### config.mk
export PLATFORM = sky130hd
export DESIGN_NAME = obi_mem_init_mgr
export DESIGN_NICKNAME = d
export VERILOG_FILES = /design/src/rtl/obi_mem_init_pkg.sv /design/src/rtl/obi_mem_init_verify.sv /design/src/rtl/obi_mem_init_mgr.sv
export SDC_FILE = /design/constraint.sdc
export NUM_CORES = 1
export LEC_CHECK = 0
export CELL_PAD_IN_SITES_DETAIL_PLACEMENT = 1
export CELL_PAD_IN_SITES_GLOBAL_PLACEMENT = 1
export CORE_AREA = 2 2 486 488
export CTS_CLUSTER_DIAMETER = 30
export CTS_CLUSTER_SIZE = 10
export DETAILED_ROUTE_END_ITERATION = 6
export DIE_AREA = 0 0 488 490
export MAX_ROUTING_LAYER = met4
export PLACE_DENSITY_LB_ADDON = 0.1
export REMOVE_ABC_BUFFERS = 1
export SYNTH_ARGS = -nofsm -noshare
export SYNTH_HDL_FRONTEND = slang
export SYNTH_SLANG_ARGS = --single-unit
export TNS_END_PERCENT = 1
### constraint.sdc
create_clock -name clk_i -period 6.8 [get_ports clk_i]
set_input_delay 1.36 -clock clk_i [delete_from_list [all_inputs] [get_ports clk_i]]
set_output_delay 1.36 -clock clk_i [all_outputs]
set_load 0.01 [all_outputs]
### src/rtl/obi_mem_init_pkg.sv
// Purpose: shared types and helpers for the OBI memory init/verify manager.
// Latency: n/a (types, constants and a pure function only).
// Backpressure: n/a.
package obi_mem_init_pkg;

  typedef enum logic [1:0] {
    ST_IDLE  = 2'd0,
    ST_ISSUE = 2'd1,
    ST_DRAIN = 2'd2,
    ST_DONE  = 2'd3
  } state_e;

  // The outstanding counter is sized for the largest supported depth
  // (2^IdWidth with IdWidth up to 4), so any legal MaxOutstanding fits.
  localparam int unsigned MaxOutstandingCap = 16;
  localparam int unsigned CntWidth          = $clog2(MaxOutstandingCap + 1);

  // One 32-bit lane of pattern word k; callers replicate it across the bus.
  function automatic logic [31:0] pattern_word(input logic [31:0] seed,
                                               input logic [31:0] k);
    pattern_word = seed + k;
  endfunction

endpackage

### src/rtl/obi_mem_init_verify.sv
// Purpose: in-order response counter, pattern compare and saturating mismatch counter.
// Latency: compare in the response cycle, mismatch_cnt_o updates on the next cycle.
// Backpressure: none; accepts one response per cycle unconditionally.
//
// Ports: clk_i/rst_i clock and async active-high reset; clear_i restarts the
// response index and mismatch count; check_en_i enables comparing (read-verify);
// rsp_valid_i qualifies rdata_i; seed_i is the command seed; mismatch_cnt_o result.
module obi_mem_init_verify
  import obi_mem_init_pkg::*;
#(
  parameter int unsigned DataWidth = 512,
  parameter int unsigned LenWidth  = 16
) (
  input  logic                 clk_i,
  input  logic                 rst_i,
  input  logic                 clear_i,
  input  logic                 check_en_i,
  input  logic                 rsp_valid_i,
  input  logic [DataWidth-1:0] rdata_i,
  input  logic [31:0]          seed_i,
  output logic [15:0]          mismatch_cnt_o
);

  logic [LenWidth-1:0]  rsp_cnt;
  logic [DataWidth-1:0] exp_word;
  logic                 mismatch;

  // Responses return in issue order, so the response index is the word index.
  assign exp_word = {(DataWidth/32){pattern_word(seed_i, 32'(rsp_cnt))}};
  assign mismatch = rsp_valid_i && check_en_i && (rdata_i != exp_word);

  always_ff @(posedge clk_i or posedge rst_i) begin
    if (rst_i) begin
      rsp_cnt        <= '0;
      mismatch_cnt_o <= '0;
    end else if (clear_i) begin
      rsp_cnt        <= '0;
      mismatch_cnt_o <= '0;
    end else begin
      if (rsp_valid_i) begin
        rsp_cnt <= rsp_cnt + LenWidth'(1);
      end
      if (mismatch && (mismatch_cnt_o != 16'hFFFF)) begin
        mismatch_cnt_o <= mismatch_cnt_o + 16'd1;
      end
    end
  end

endmodule

### src/rtl/obi_mem_init_mgr.sv
// Purpose: OBI manager issuing write-fill / read-verify sweeps over a contiguous region.
// Latency: first request the cycle after command accept; done_o N+2 cycles after accept.
// Backpressure: request fields held until obi_gnt_i; issue pauses at MaxOutstanding.
//
// Ports: cmd_* command handshake (we, base address, word count, seed);
// obi_* OBI manager port (rready tied high, be all ones); busy_o command in
// progress; done_o completion pulse; err_o sticky response error; mismatch_cnt_o
// read-verify mismatch count (both cleared on the next command accept).
module obi_mem_init_mgr
  import obi_mem_init_pkg::*;
#(
  parameter int unsigned AddrWidth      = 48,
  parameter int unsigned DataWidth      = 512,
  parameter int unsigned IdWidth        = 2,
  parameter int unsigned MaxOutstanding = 4,
  parameter int unsigned LenWidth       = 16
) (
  input  logic                   clk_i,
  input  logic                   rst_i,
  input  logic                   cmd_valid_i,
  output logic                   cmd_ready_o,
  input  logic                   cmd_we_i,
  input  logic [AddrWidth-1:0]   cmd_addr_i,
  input  logic [LenWidth-1:0]    cmd_len_i,
  input  logic [31:0]            cmd_seed_i,
  output logic                   obi_req_o,
  input  logic                   obi_gnt_i,
  output logic [AddrWidth-1:0]   obi_addr_o,
  output logic                   obi_we_o,
  output logic [DataWidth/8-1:0] obi_be_o,
  output logic [DataWidth-1:0]   obi_wdata_o,
  output logic [IdWidth-1:0]     obi_aid_o,
  input  logic                   obi_rvalid_i,
  output logic                   obi_rready_o,
  input  logic [DataWidth-1:0]   obi_rdata_i,
  input  logic                   obi_err_i,
  output logic                   busy_o,
  output logic                   done_o,
  output logic                   err_o,
  output logic [15:0]            mismatch_cnt_o
);

  localparam logic [AddrWidth-1:0] WordBytes = AddrWidth'(DataWidth / 8);
  localparam logic [CntWidth-1:0]  OutMax    = CntWidth'(MaxOutstanding);

  state_e                state;
  logic                  we_q;
  logic [LenWidth-1:0]   len_q;
  logic [LenWidth-1:0]   issued;
  logic [LenWidth-1:0]   issued_nxt;
  logic [31:0]           seed_q;
  logic [AddrWidth-1:0]  addr_q;
  logic [CntWidth-1:0]   outstanding;
  logic [CntWidth-1:0]   out_nxt;
  logic                  accept;
  logic                  grant;
  logic                  rsp;

  assign cmd_ready_o = (state == ST_IDLE);
  assign busy_o      = (state != ST_IDLE);
  assign done_o      = (state == ST_DONE);
  assign accept      = cmd_valid_i && cmd_ready_o;

  // Request fields come straight from registers that only move on a grant,
  // so they stay stable while the subordinate stalls.
  assign obi_req_o    = (state == ST_ISSUE) && (issued != len_q) && (outstanding < OutMax);
  assign obi_addr_o   = addr_q;
  assign obi_we_o     = we_q;
  assign obi_be_o     = '1;
  assign obi_wdata_o  = {(DataWidth/32){pattern_word(seed_q, 32'(issued))}};
  assign obi_aid_o    = issued[IdWidth-1:0];
  assign obi_rready_o = 1'b1;

  assign grant = obi_req_o && obi_gnt_i;
  // A response with nothing outstanding is stale (e.g. from before a reset).
  assign rsp   = obi_rvalid_i && (outstanding != '0);

  assign issued_nxt = issued + LenWidth'(grant);

  always_comb begin
    out_nxt = outstanding;
    if (grant && !rsp) begin
      out_nxt = outstanding + CntWidth'(1);
    end else if (!grant && rsp) begin
      out_nxt = outstanding - CntWidth'(1);
    end
  end

  // Transitions look at next-cycle counter values so the final response
  // lands DONE on the following cycle without an extra DRAIN cycle.
  always_ff @(posedge clk_i or posedge rst_i) begin
    if (rst_i) begin
      state       <= ST_IDLE;
      we_q        <= 1'b0;
      len_q       <= '0;
      seed_q      <= '0;
      addr_q      <= '0;
      issued      <= '0;
      outstanding <= '0;
      err_o       <= 1'b0;
    end else begin
      issued      <= issued_nxt;
      outstanding <= out_nxt;
      if (grant) begin
        addr_q <= addr_q + WordBytes;
      end
      if (rsp && obi_err_i) begin
        err_o <= 1'b1;
      end

      case (state)
        ST_IDLE: begin
          if (accept) begin
            we_q   <= cmd_we_i;
            len_q  <= cmd_len_i;
            seed_q <= cmd_seed_i;
            addr_q <= cmd_addr_i;
            issued <= '0;
            err_o  <= 1'b0;
            state  <= (cmd_len_i == '0) ? ST_DONE : ST_ISSUE;
          end
        end
        ST_ISSUE: begin
          if (issued_nxt == len_q) begin
            state <= (out_nxt == '0) ? ST_DONE : ST_DRAIN;
          end
        end
        ST_DRAIN: begin
          if (out_nxt == '0) begin
            state <= ST_DONE;
          end
        end
        ST_DONE: begin
          state <= ST_IDLE;
        end
        default: begin
          state <= ST_IDLE;
        end
      endcase
    end
  end

  obi_mem_init_verify #(
    .DataWidth (DataWidth),
    .LenWidth  (LenWidth)
  ) u_verify (
    .clk_i          (clk_i),
    .rst_i          (rst_i),
    .clear_i        (accept),
    .check_en_i     (!we_q),
    .rsp_valid_i    (rsp),
    .rdata_i        (obi_rdata_i),
    .seed_i         (seed_q),
    .mismatch_cnt_o (mismatch_cnt_o)
  );

endmodule

==> impl_results.md <==
- Row count: 178
- Peak clock frequency supported by timing: 0.157 GHz
- RR Endpoint: u_verify.mismatch_cnt_o[8]
- GR Util All Layers: 13.3%
- TritonRoute pass-1 iters: 6
- Vias in the first global route: 23092
- Clk sinks: 153
- Clk_lat worst skew: 520 ps
- Endpoints failing setup: 0
- Cell count after synthesis: 2530
- Post-route core utilization: 13.9%
- Chain of cells forming the critical path: ha_1, a21oi_1, o21ai_0, a21oi_1, o311ai_2, a31oi_1, o21ai_0, a21o_1, a41oi_2, nor2_2, nand2_1, xnor2_2, buf_4, clkdlybuf4s50_1
- First element of the critical path: issued[2]
- Routed WL per cell: 24.6 um
- Reg-to-reg critical path startpoint: seed_q[10]
- Final weighted congestion in routability-driven placement: 0.747
- Relative slew margins: 24.9%
- Buffer type at the clock tree root: clkbuf_16
- Post-layout power: 11.5 mW
- Starting DRT DRC Count: 783
- Total core area: 234000 sq um
- Maximum buffer depth of the clock tree: 2
- CTS H-tree lvls: 4
- Worst setup EP type: output pin
- Final worst path period share: 93.4%
- DPL Wire Length: 138 mm
- Number of violations of the max-capacitance limit: 0
- Port Buffers: 1198
- DIE AREA: 239000 sq um
- Required time of the critical path: 5440 ps
- Worst Min Path Start: obi_addr_o[3]
- Max Clock Skew: 12.5 ps
- Initial antenna violation count: 90
- Async S/R FF share, synth: 100%
- Critical path arrival: 4990 ps
- Sequential area share after synthesis: 20.2%
- Final WL: 160 mm
- Worst min-delay path category: register to register
- VDD IR max: 0.000196 V
- Time the worst path needs with I/O delays and setup: 6350 ps
- Die height: 490 um
- Via-to-Cell Ratio: 3.28
- Layout overhead on the synthesized area: 71.3%
- Clock-pin slew on the worst setup and hold paths: 80 ps
- EDFF count, synth: 0
- Die width: 488 um
- DR DRC count: 0
- Most frequent standard cell in the layout excluding fill and tap cells: clkdlybuf4s50_1
- Synthesis warning total: 0
- Peak fanout along the critical path: 17
- Vias after detailed routing: 21343
- Most used DFF post-synth: dfrtp_1
- Initial cell density of the core: 8.10%
- Worst Reg2Reg Path Length in Cells: 14
- Final Hold Vio Count: 0
- TritonCTS clock tree: built
- Share of final-layout standard cells stronger than drive strength 1: 6.44%
- Slew at the pin with the worst max-slew slack: 1120 ps
- WS Path Type: register to output pin
- Startpoint types: register
- Synthesized area: 19000 sq um
- FF-to-FF setup slack: 910 ps
- Worst setup path end: obi_wdata_o[95]
- Pins Over Slew Limit: 0
- Total of flip-flops plus latches after synthesis: 153
- Stage delay of the slowest cell on the critical path: 640 ps
- Number of buffers created by CTS: 17
- Power density over the cells: 354 nW/um^2
- Hold-fix buffers at CTS: 0
- Worst path slowest cell: clkdlybuf4s50_1
- Number of ports placed on the die boundary: 1264
- Total congestion overflow: 0
- Pin count of the biggest net entering global routing: 72
- Wire length of the first global-routing pass: 210 mm
- Run status: complete, no violations
- Static power due to leakage: 11.4 nW
- Unique masters post-synth: 88
- Post-Syn Area per Cell: 7.50 sq um
- Highest-count cells in the layout ignoring fill and taps: clkdlybuf4s50_1, nand2_1, nor2_1
- Net count, final: 3943
- Setup repair after global routing missed its margin: yes
- Post-detailed-route count of antenna-violating nets: 0
-- repair_timing --
action	in CTS	in global routing
pin swaps	0	1
setup endpoints to repair	123	109
resized for setup	9	8
buffers inserted	0	2
-- flip-flops by register name, summed over array words and instances (netlist names) --
register,count
err_o,1
issued,16
len_q,16
obi_addr_o,48
obi_we_o,1
outstanding,5
seed_q,32
state,2
u_verify.mismatch_cnt_o,16
u_verify.rsp_cnt,16
-- synthesized netlist by cell type (all sizes together) (10+ instances only) --
cell type | instances | share of area, %
a21o | 12 | 0.48
o211ai | 10 | 0.40
mux2i | 37 | 2.0
inv | 45 | 0.89
or2 | 11 | 0.36
o221ai | 12 | 0.55
nor2 | 160 | 3.2
a2111oi | 14 | 0.78
or4 | 39 | 1.6
nor4 | 87 | 2.9
xor2 | 74 | 3.4
or3 | 29 | 0.96
o31ai | 11 | 0.51
nor3 | 66 | 1.7
nor2b | 12 | 0.44
o21ai | 107 | 2.9
and4 | 18 | 0.83
a221oi | 10 | 0.49
a21oi | 84 | 2.5
buf | 565 | 22
nand3 | 84 | 2.2
and2 | 20 | 0.67
a31oi | 16 | 0.53
o2111ai | 13 | 0.60
nand4 | 110 | 3.6
o22ai | 13 | 0.43
o41ai | 10 | 0.46
ha | 43 | 2.8
nand2 | 357 | 7.1
a211oi | 10 | 0.40
clkbuf | 54 | 1.1
and3 | 57 | 1.9
dfrtp | 153 | 20
xnor2 | 87 | 4.0
-- worst min path at each step --
stage,end,slack [ps],cells after the start
after global routing,obi_addr_o[5],510,2
after CTS,obi_addr_o[3],480,2
final,obi_addr_o[3],480,2
after detailed placement,obi_addr_o[3],460,2
after global placement,obi_addr_o[5],460,2
after floorplan,len_q[4],470,2
-- metal layers --
metal | routed length [um] | track usage [%]
met5 | 0 | -
met3 | 10400 | 3.91
met1 | 69400 | 15.6
met2 | 78500 | 22.5
met4 | 1740 | 2.37
-- critical path, delay by kind of cell (launching register included) --
family / cells / cell delay [ps]
adder cells (fa/ha/maj): 1 / 360
AO/OA/AOI/OAI: 8 / 1910
flip-flops: 1 / 460
buffers and inverters: 2 / 1050
AND/OR/NAND/NOR: 2 / 530
XOR/XNOR: 1 / 140
-- per-stage QoR --
step / cell area [sq um] / TNS, ps / hold WS [ps] / worst slack (ps) / std cells
final: 32500 / 0 / 477 / 450 / 6506
after global routing: 32500 / -39.7 / 511 / -12.8 / 6497
after global placement: 31700 / 0 / 462 / 333 / 6412
after CTS: 32300 / 0 / 484 / 50.4 / 6441
after floorplan: 14800 / -99440 / 466 / -1050 / 1975
after detailed placement: 31700 / 0 / 465 / 319 / 6412
-- cell type report --
type                       count  area (sq um)
sequential                   153          3830
tap                         3150          3940
multi-input combinational   1775         11100
fill                       27768        202000
inverter                      47           184
antenna                       63           158
clock buffer                  19           443
clock inverter                10          98.8
timing repair buffer        1289         12800
-- kinds of logic (layout without fill, tap and decap cells) --
| group | count (synthesis) | count (layout) | synth area share (%) |
|---|---|---|---|
| flip-flops | 153 | 153 | 20.2 |
| AO/OA/AOI/OAI | 380 | 380 | 13.8 |
| XOR/XNOR | 161 | 161 | 7.44 |
| other | 1 | 128 | 0.0198 |
| AND/OR/NAND/NOR | 1079 | 1079 | 28.6 |
| adder cells (fa/ha/maj) | 47 | 47 | 3.15 |
| buffers and inverters | 666 | 1365 | 24.4 |
| multiplexers | 43 | 43 | 2.37 |
-- where the power goes --
| part | switching [mW] | internal (mW) |
|---|---|---|
| Clock | 0.510 | 0.507 |
| Sequential | 0.530 | 1.22 |
| Combinational | 4.46 | 4.25 |
Note: power is estimated with default switching activity, not from simulation.
